$ cat config.mk
export PLATFORM = sky130hd
export DESIGN_NAME = packet_generator
export DESIGN_NICKNAME = d
export VERILOG_FILES = /design/src/rtl/packet_generator.sv
export SDC_FILE = /design/constraint.sdc
export NUM_CORES = 1
export LEC_CHECK = 0
export CORE_ASPECT_RATIO = 1.75
export CORE_MARGIN = 1.5
export CORE_UTILIZATION = 59
export CTS_CLUSTER_DIAMETER = 200
export DETAILED_ROUTE_END_ITERATION = 7
export GPL_ROUTABILITY_DRIVEN = 0
export HOLD_SLACK_MARGIN = 0.12
export PLACE_DENSITY = 0.87
export RECOVER_POWER = 25
export SETUP_SLACK_MARGIN = 0.02
export SLEW_MARGIN = 20
export SYNTH_ARGS = -nofsm -noshare
export SYNTH_HDL_FRONTEND = slang
export SYNTH_SLANG_ARGS = --single-unit
$ cat constraint.sdc
create_clock -name clk -period 6.9 [get_ports clk]
set_input_delay 1.725 -clock clk [delete_from_list [all_inputs] [get_ports clk]]
set_output_delay 1.725 -clock clk [all_outputs]
set_load 0.05 [all_outputs]
$ cat src/rtl/packet_generator.sv
`default_nettype none
// ============================================================================
//  Module      : packet_generator
//  Description : Framed traffic source for the simulated-ethernet fabric.
//                Emits packets of a programmable length and count, with a
//                programmable inter-packet gap and data pattern, to a single
//                destination. It provides run/stop control, busy/done status
//                and a count of packets sent.
//  Revision    : 1.0 - initial release
// ----------------------------------------------------------------------------
//  Ports
//    clk, resetn          clock; synchronous active-low reset
//    start, stop          run control pulses
//    cfg_dest/len/count/gap/mode/seed
//                         run configuration, captured when a start is accepted
//    tx_data/addr/valid/sop/eop, tx_ready
//                         beat stream to the sink (valid/ready handshake)
//    busy, done           status: busy in SEND/GAP, done pulses at end of run
//    pkts_sent            packets completed since last accepted start
// ============================================================================
module packet_generator #(
    parameter int DW    = 64,
    parameter int AW    = 4,
    parameter int LEN_W = 16,
    parameter int CNT_W = 32
) (
    input  logic             clk,
    input  logic             resetn,
    input  logic             start,
    input  logic             stop,
    input  logic [AW-1:0]    cfg_dest,
    input  logic [LEN_W-1:0] cfg_len,
    input  logic [CNT_W-1:0] cfg_count,
    input  logic [LEN_W-1:0] cfg_gap,
    input  logic [1:0]       cfg_mode,
    input  logic [DW-1:0]    cfg_seed,
    output logic [DW-1:0]    tx_data,
    output logic [AW-1:0]    tx_addr,
    output logic             tx_valid,
    output logic             tx_sop,
    output logic             tx_eop,
    input  logic             tx_ready,
    output logic             busy,
    output logic             done,
    output logic [CNT_W-1:0] pkts_sent
);

    localparam logic [1:0] ST_IDLE = 2'd0;
    localparam logic [1:0] ST_SEND = 2'd1;
    localparam logic [1:0] ST_GAP  = 2'd2;
    localparam logic [1:0] ST_DONE = 2'd3;

    localparam logic [1:0] MODE_TAGGED = 2'd1;
    localparam logic [1:0] MODE_CONST  = 2'd2;

    localparam int HW = DW / 2;

    logic [1:0]       state_q,     state_d;
    logic [LEN_W-1:0] beat_q,      beat_d;
    logic [LEN_W-1:0] gap_cnt_q,   gap_cnt_d;
    logic [CNT_W-1:0] pkts_q,      pkts_d;
    logic             stop_pend_q, stop_pend_d;
    logic [DW-1:0]    incr_q,      incr_d;
    logic [LEN_W-1:0] len_q,       len_d;
    logic [CNT_W-1:0] count_q,     count_d;
    logic [LEN_W-1:0] gap_q,       gap_d;
    logic [1:0]       mode_q,      mode_d;
    logic [DW-1:0]    seed_q,      seed_d;
    logic [AW-1:0]    dest_q,      dest_d;

    logic             w_last;
    logic             w_sending;
    logic [HW-1:0]    w_pkt_tag;
    logic [HW-1:0]    w_beat_tag;
    logic [DW-1:0]    w_pattern;

    assign w_sending = (state_q == ST_SEND);
    // len_q is never 0 (0 is promoted to 1 at capture), so len_q-1 is safe.
    assign w_last    = (beat_q == len_q - LEN_W'(1));

    // Fit packet index and beat index into half a data word each,
    // truncating or zero-extending depending on the parameter set.
    if (CNT_W >= HW) begin : g_pkt_trunc
        assign w_pkt_tag = pkts_q[HW-1:0];
    end else begin : g_pkt_ext
        assign w_pkt_tag = {{(HW-CNT_W){1'b0}}, pkts_q};
    end

    if (LEN_W >= HW) begin : g_beat_trunc
        assign w_beat_tag = beat_q[HW-1:0];
    end else begin : g_beat_ext
        assign w_beat_tag = {{(HW-LEN_W){1'b0}}, beat_q};
    end

    always_comb begin
        case (mode_q)
            MODE_TAGGED: w_pattern = {w_pkt_tag, w_beat_tag};
            MODE_CONST:  w_pattern = seed_q;
            default:     w_pattern = incr_q;   // INCR and reserved mode
        endcase
    end

    always_comb begin
        state_d     = state_q;
        beat_d      = beat_q;
        gap_cnt_d   = gap_cnt_q;
        pkts_d      = pkts_q;
        stop_pend_d = stop_pend_q;
        incr_d      = incr_q;
        len_d       = len_q;
        count_d     = count_q;
        gap_d       = gap_q;
        mode_d      = mode_q;
        seed_d      = seed_q;
        dest_d      = dest_q;

        case (state_q)
            ST_IDLE: begin
                if (start && !stop) begin
                    len_d       = (cfg_len == '0) ? LEN_W'(1) : cfg_len;
                    count_d     = cfg_count;
                    gap_d       = cfg_gap;
                    mode_d      = cfg_mode;
                    seed_d      = cfg_seed;
                    dest_d      = cfg_dest;
                    beat_d      = '0;
                    pkts_d      = '0;
                    stop_pend_d = 1'b0;
                    incr_d      = cfg_seed;
                    state_d     = ST_SEND;
                end
            end
            ST_SEND: begin
                if (stop) begin
                    stop_pend_d = 1'b1;
                end
                // tx_valid is always high in SEND, so tx_ready alone
                // marks an accepted beat.
                if (tx_ready) begin
                    incr_d = incr_q + DW'(1);
                    if (w_last) begin
                        beat_d = '0;
                        pkts_d = pkts_q + CNT_W'(1);
                        // A stop arriving on the eop beat itself also ends
                        // the run after this packet.
                        if (((count_q != '0) && (pkts_q + CNT_W'(1) == count_q))
                            || stop_pend_q || stop) begin
                            state_d = ST_DONE;
                        end else if (gap_q != '0) begin
                            gap_cnt_d = gap_q;
                            state_d   = ST_GAP;
                        end
                    end else begin
                        beat_d = beat_q + LEN_W'(1);
                    end
                end
            end
            ST_GAP: begin
                if (stop) begin
                    state_d = ST_DONE;
                end else if (gap_cnt_q == LEN_W'(1)) begin
                    state_d = ST_SEND;
                end else begin
                    gap_cnt_d = gap_cnt_q - LEN_W'(1);
                end
            end
            default: begin
                state_d = ST_IDLE;
            end
        endcase
    end

    always_ff @(posedge clk) begin
        if (!resetn) begin
            state_q     <= ST_IDLE;
            beat_q      <= '0;
            gap_cnt_q   <= '0;
            pkts_q      <= '0;
            stop_pend_q <= 1'b0;
            incr_q      <= '0;
            len_q       <= LEN_W'(1);
            count_q     <= '0;
            gap_q       <= '0;
            mode_q      <= '0;
            seed_q      <= '0;
            dest_q      <= '0;
        end else begin
            state_q     <= state_d;
            beat_q      <= beat_d;
            gap_cnt_q   <= gap_cnt_d;
            pkts_q      <= pkts_d;
            stop_pend_q <= stop_pend_d;
            incr_q      <= incr_d;
            len_q       <= len_d;
            count_q     <= count_d;
            gap_q       <= gap_d;
            mode_q      <= mode_d;
            seed_q      <= seed_d;
            dest_q      <= dest_d;
        end
    end

    // All outputs decode registered state, so they are stable while stalled.
    assign tx_valid  = w_sending;
    assign tx_sop    = w_sending && (beat_q == '0);
    assign tx_eop    = w_sending && w_last;
    assign tx_data   = w_sending ? w_pattern : '0;
    assign tx_addr   = dest_q;
    assign busy      = w_sending || (state_q == ST_GAP);
    assign done      = (state_q == ST_DONE);
    assign pkts_sent = pkts_q;

endmodule
`default_nettype wire

=== Yosys cells after proc, flatten, opt, wreduce, memory -nomap -nowiden ===
Cells that the tools add are included.

* Register bits after elaboration: 265
* Output and inout port bits: 105

* Add/sub/neg operators: 5
* Eq/ne operators: 18
* Muxes and demuxes: 32
* Reductions and logical operators: 21

{| class="wikitable"
|+ Operator list
! operator !! count
|-
| 64-bit one-hot mux with 2 select lines || 2
|-
| 64-bit two-way mux || 3
|-
| 16-bit two-way mux || 10
|-
| 32-bit two-way mux || 3
|-
| 64-bit by 1-bit adder with 64-bit output (second input constant) || 1
|-
| 16-bit one-hot mux with 2 select lines || 2
|-
| 32-bit one-hot mux with 2 select lines || 1
|-
| 32-bit by 1-bit adder with 32-bit output (second input constant) || 1
|-
| 32-bit equality test || 1
|-
| 16-bit logical NOT || 2
|-
| 32-bit nonzero test || 1
|-
| 16-bit by 1-bit subtractor with 16-bit output (second input constant) || 2
|-
| 16-bit by 1-bit adder with 16-bit output (second input constant) || 1
|-
| 16-bit by 1-bit equality test with 1-bit output (second input constant) || 1
|-
| 16-bit equality test || 1
|-
| 16-bit nonzero test || 1
|-
| 2-bit two-way mux || 7
|-
| 2-bit != test (second input constant) || 7
|-
| 7-bit AND reduction || 1
|-
| 2-bit equality test (second input constant) || 3
|-
| 2-bit one-hot mux with 3 select lines || 1
|-
| 3-bit AND reduction || 2
|-
| 5-bit AND reduction || 1
|-
| 2-bit by 1-bit equality test with 1-bit output (second input constant) || 2
|-
| 12 further kinds || 19
|}

=== Depth between registers and ports, before layout ===
* Depth in word-level cells: 9
* Mapped depth: 14

=== Worst setup path after synthesis ===
Ideal clock, no wire load.

* Path kind: register to output
* From: register state_q[1]
* To: output port tx_data[39]
* Arrival time: 3.081 ns
* Data required time: 5.175 ns
* Path slack: 2.094 ns
* Cell stages (with the launch flop): 9
* Cells stage by stage: dfxtp_1 -> inv_1 -> ha_1 -> clkbuf_1 -> inv_1 -> clkbuf_1 -> clkbuf_1 -> clkbuf_1 -> a211oi_1

* Cells in the longest elaborated chain, start to end: 2

{| class="wikitable"
|+ RTL lines
! element !! line !! source
|-
| start, declared || 58 || <nowiki>logic [1:0] state_q, state_d;</nowiki>
|-
| start signal, assigned || 188 || <nowiki>state_q <= state_d;</nowiki>
|-
| 2-bit by 1-bit equality test with 1-bit output || 77 || <nowiki>assign w_sending = (state_q == ST_SEND);</nowiki>
|-
| net tx_valid || 39 || <nowiki>output logic tx_valid,</nowiki>
|-
| 64-bit two-way mux || 207 || <nowiki>assign tx_data = w_sending ? w_pattern : '0;</nowiki>
|-
| end, declared || 37 || <nowiki>output logic [DW-1:0] tx_data,</nowiki>
|}

The timed path passes the listed nets, and every way through them passes these cells.

=== Worst setup path in the final report ===
* From: register len_q[0]
* To: output port tx_eop

* Cells in the longest elaborated chain, start to end: 3

{| class="wikitable"
|+ RTL lines
! element !! line !! source
|-
| start, declared || 64 || <nowiki>logic [LEN_W-1:0] len_q, len_d;</nowiki>
|-
| start signal, assigned || 194 || <nowiki>len_q <= len_d;</nowiki>
|-
| 16-bit by 1-bit subtractor with 16-bit output || 79 || <nowiki>assign w_last = (beat_q == len_q - LEN_W'(1));</nowiki>
|-
| 16-bit equality test || 79 ||
|-
| 1-bit logical AND || 206 || <nowiki>assign tx_eop = w_sending && w_last;</nowiki>
|-
| end, declared || 41 || <nowiki>output logic tx_eop,</nowiki>
|}

No other way between the ends.

==> flow_metrics.tcl <==
set metrics [dict create \
    io_pins 244 \
    grt.overflow.total 0 \
    finalHoldViolations 0 \
    synth.avg_cell_area_um2 7.074 \
    reg2reg_slack_ns 2.46 \
    root_buffer "clkbuf_16" \
    crit_slowest_cell "clkdlybuf4s50_1" \
    htreeDepth 1 \
    critical_path_class "flop to output pin" \
    grtUsageTotal_pct 36.74 \
    final_cell_mix "nand2_1, a21oi_1, dfxtp_1" \
    synth_ff_type "dfxtp_1" \
    async_flop_share_pct 0 \
    vias 16940 \
    initial_core_util_pct 60.08 \
    ant_nets 0 \
    end_kind "output pin" \
    synth_area_um2 15220 \
    path_max_fanout 6 \
    cts-resized-gates 0 \
    die_w_um 124.4 \
    setup_viol 0 \
    worst_ep_required_time_ns 5.18 \
    max_freq_ghz 0.1749 \
    cts-buffers-inserted 25 \
    post_cts_buffers 0 \
    hold_class "flop to flop" \
    synth_top_area_share_pct 34.85 \
    rsz0062_at_grt "false" \
    max_stage_delay_ns 0.83 \
    die_height_um 215.5 \
    clkSinkCount 265 \
    ir_worst_vdd_mv 0.2071 \
    cp-start-kind "flop" \
    path_cells "inv_1, ha_1, nor3b_1, nand2_1, or4_4, a21oi_1, and4b_1, and3_1, clkdlybuf4s50_1" \
    pwr_density_cell_nw_per_um2 314.2 \
    p_comb_share_pct 39.6 \
    synth_cells 2152 \
    drt-pass1-iter-count 6 \
    drc 0 \
    routedWlPerCell_um 19.76 \
    grt_pass1_vias 16270 \
    placed_cell_area_um2 17590 \
    design_power_total_mw 5.791 \
    area_delta_synth_final_pct 21.06 \
    synth_edf_count 0 \
    drv_slew 46 \
    netlist_top_cells_area "dfxtp_1, nand2_1, a21oi_1" \
    p_sw_share_pct 41.38 \
    die_area_um2 26810 \
    grt_max_degree 136 \
    clockBufferDepth 3 \
    final_layout_size_suffix_gt1_share_pct 4.281 \
    failed_checks "capacitance limit, slew limit" \
    layout_commonest_cell "nand2_1" \
    drtIter0Drc 1954 \
    crit_arrival_ns 3.99 \
    holdBufCountCts 0 \
    rows 77 \
    ys_seq_elements 265 \
    synth_cell_types 76 \
    fin_area_um2 18430 \
    p_clk_share_pct 24.4 \
    portBuffers 243 \
    slew_headroom_pct -69.35 \
    fin_skew_ns 0.01091 \
    status "complete, but fails checks" \
    syn-num-nets 2304 \
    internal_power_mw 3.395 \
    antenna_found_initial 5 \
    clock_latency_ns 0.55 \
    dp_hpwl_mm 35.53 \
    ys_warn_count 0 \
    maxCapViolations 1 \
    finalCriticalPeriod_ns 5.717 \
    path_clk_slew_ns 0.07 \
    grt_pass1_wl_mm 81.79 \
    p_leak_nw 6.217 \
    tritoncts "yes" \
    power.switching_mw 2.396 \
    fin_nets 2427 \
    period_share_pct 82.86 \
    seqPwrFrac_pct 36.0 \
    core_um2 25340 \
    tns_ns 0 \
    worst_pin_slew_ns 2.540 \
    drt-total-wl_mm 51.56 \
    yosys.area.top_type "dfxtp_1" \
    synth.yosys.seq_area_share_pct 34.85 \
    via_per_inst 6.490 \
]
==> worst max-delay path, delay by kind of cell (launching register included) <==
kind            cells  cell delay [ns]
fa+ha+maj           1             0.19
compound gates      1             0.20
flops               1             0.35
buf+inv             2             0.90
simple gates        5             1.82
==> worst paths after layout <==
kind | startpoint | end | cells after the start
max reg2reg | pkts_sent[0]$_SDFFE_PN0P_ | gap_cnt_q[8]$_SDFFE_PN0P_ | 10
max | len_q[0]$_SDFFE_PN1P_ | tx_eop | 9
min reg2reg | tx_addr[3]$_SDFFE_PN0P_ | tx_addr[3]$_SDFFE_PN0P_ | 2
min | tx_addr[3]$_SDFFE_PN0P_ | tx_addr[3]$_SDFFE_PN0P_ | 2
==> layer usage <==
metal / wire [um] / vias up / part of all wire [%] / GRT usage (%)
li1: - / 7854 / - / -
met1: 18290 / 7810 / 35 / 41.56
met2: 24820 / 1015 / 48 / 61.92
met3: 4491 / 259 / 8.7 / 6.024
met4: 3968 / 0 / 7.7 / 27.39
met5: 0 / - / 0 / 0
==> flip-flops by register name (all words and copies together), names as in the netlist, 4 cells and up <==
register / flops
pkts_sent: 32
gap_cnt_q: 16
incr_q: 64
gap_q: 16
tx_addr: 4
len_q: 16
seed_q: 64
beat_q: 16
count_q: 32
==> power by group through the flow <==
stage | registers (mW) | logic (mW) | clock network (mW)
2_1_floorplan | 2.01 | 1.66 | 0
3_3_place_gp | 2.08 | 2.17 | 0
3_5_place_dp | 2.10 | 2.23 | 0
4_1_cts | 2.07 | 2.25 | 1.42
5_1_grt | 2.12 | 2.48 | 1.47
6_report | 2.08 | 2.29 | 1.41
==> cells in the mapped netlist (6+ instances only) <==
cell type,instances
nand2_1,415
a21oi_1,306
dfxtp_1,265
nor2_1,238
clkbuf_1,142
o21ai_0,89
a22oi_1,61
nand3_1,55
nor3_1,53
xnor2_1,46
nor4_1,42
nand4_1,36
inv_1,34
xor2_1,31
and3_1,29
nand2b_1,18
a211oi_1,16
buf_1,16
and2_1,15
o31ai_1,15
ha_1,13
or3_1,12
and4_1,11
o221a_2,11
o22ai_1,11
a221oi_1,10
a31oi_1,10
mux2i_1,10
o32ai_1,10
a21o_1,9
or4_1,8
nor4b_1,7
o211ai_1,7
or2_2,7
nand3b_1,6
==> cell families (layout without fill, tap and decap cells) <==
| family | after synthesis | count (layout) | synth area share, % |
|---|---|---|---|
| multiplexers | 11 | 11 | 0.7315 |
| adder cells (fa/ha/maj) | 13 | 13 | 1.068 |
| buffers and inverters | 201 | 338 | 5.104 |
| other | 0 | 5 | 0 |
| AO/OA/AOI/OAI | 615 | 615 | 24.83 |
| AND/OR/NAND/NOR | 970 | 970 | 28.99 |
| flip-flops | 265 | 265 | 34.85 |
| XOR/XNOR | 77 | 77 | 4.430 |
==> layout make-up <==
class | count | area, um2
diodes | 5 | 12.51
inverters | 35 | 137.6
flip-flops and latches | 265 | 5305
fillers | 2011 | 6909
clock buffers | 34 | 729.5
repair buffers | 262 | 2582
clock inverters | 7 | 90.09
well taps | 316 | 395.4
multi-input cells | 1686 | 9176
==> through the flow <==
step | hold slack, ns | util (%) | cells | worst slack [ns]
2_1_floorplan | 0.4360 | - | 2152 | 2.094
3_3_place_gp | 0.4412 | 69.42 | 2563 | 1.923
3_5_place_dp | 0.4460 | 69.42 | 2563 | 1.817
4_1_cts | 0.4547 | 72.65 | 2604 | 1.252
5_1_grt | 0.4675 | 72.73 | 2610 | 0.9908
6_report | 0.4524 | 72.73 | 2610 | 1.183
Note: power is estimated with default switching activity, not from simulation.
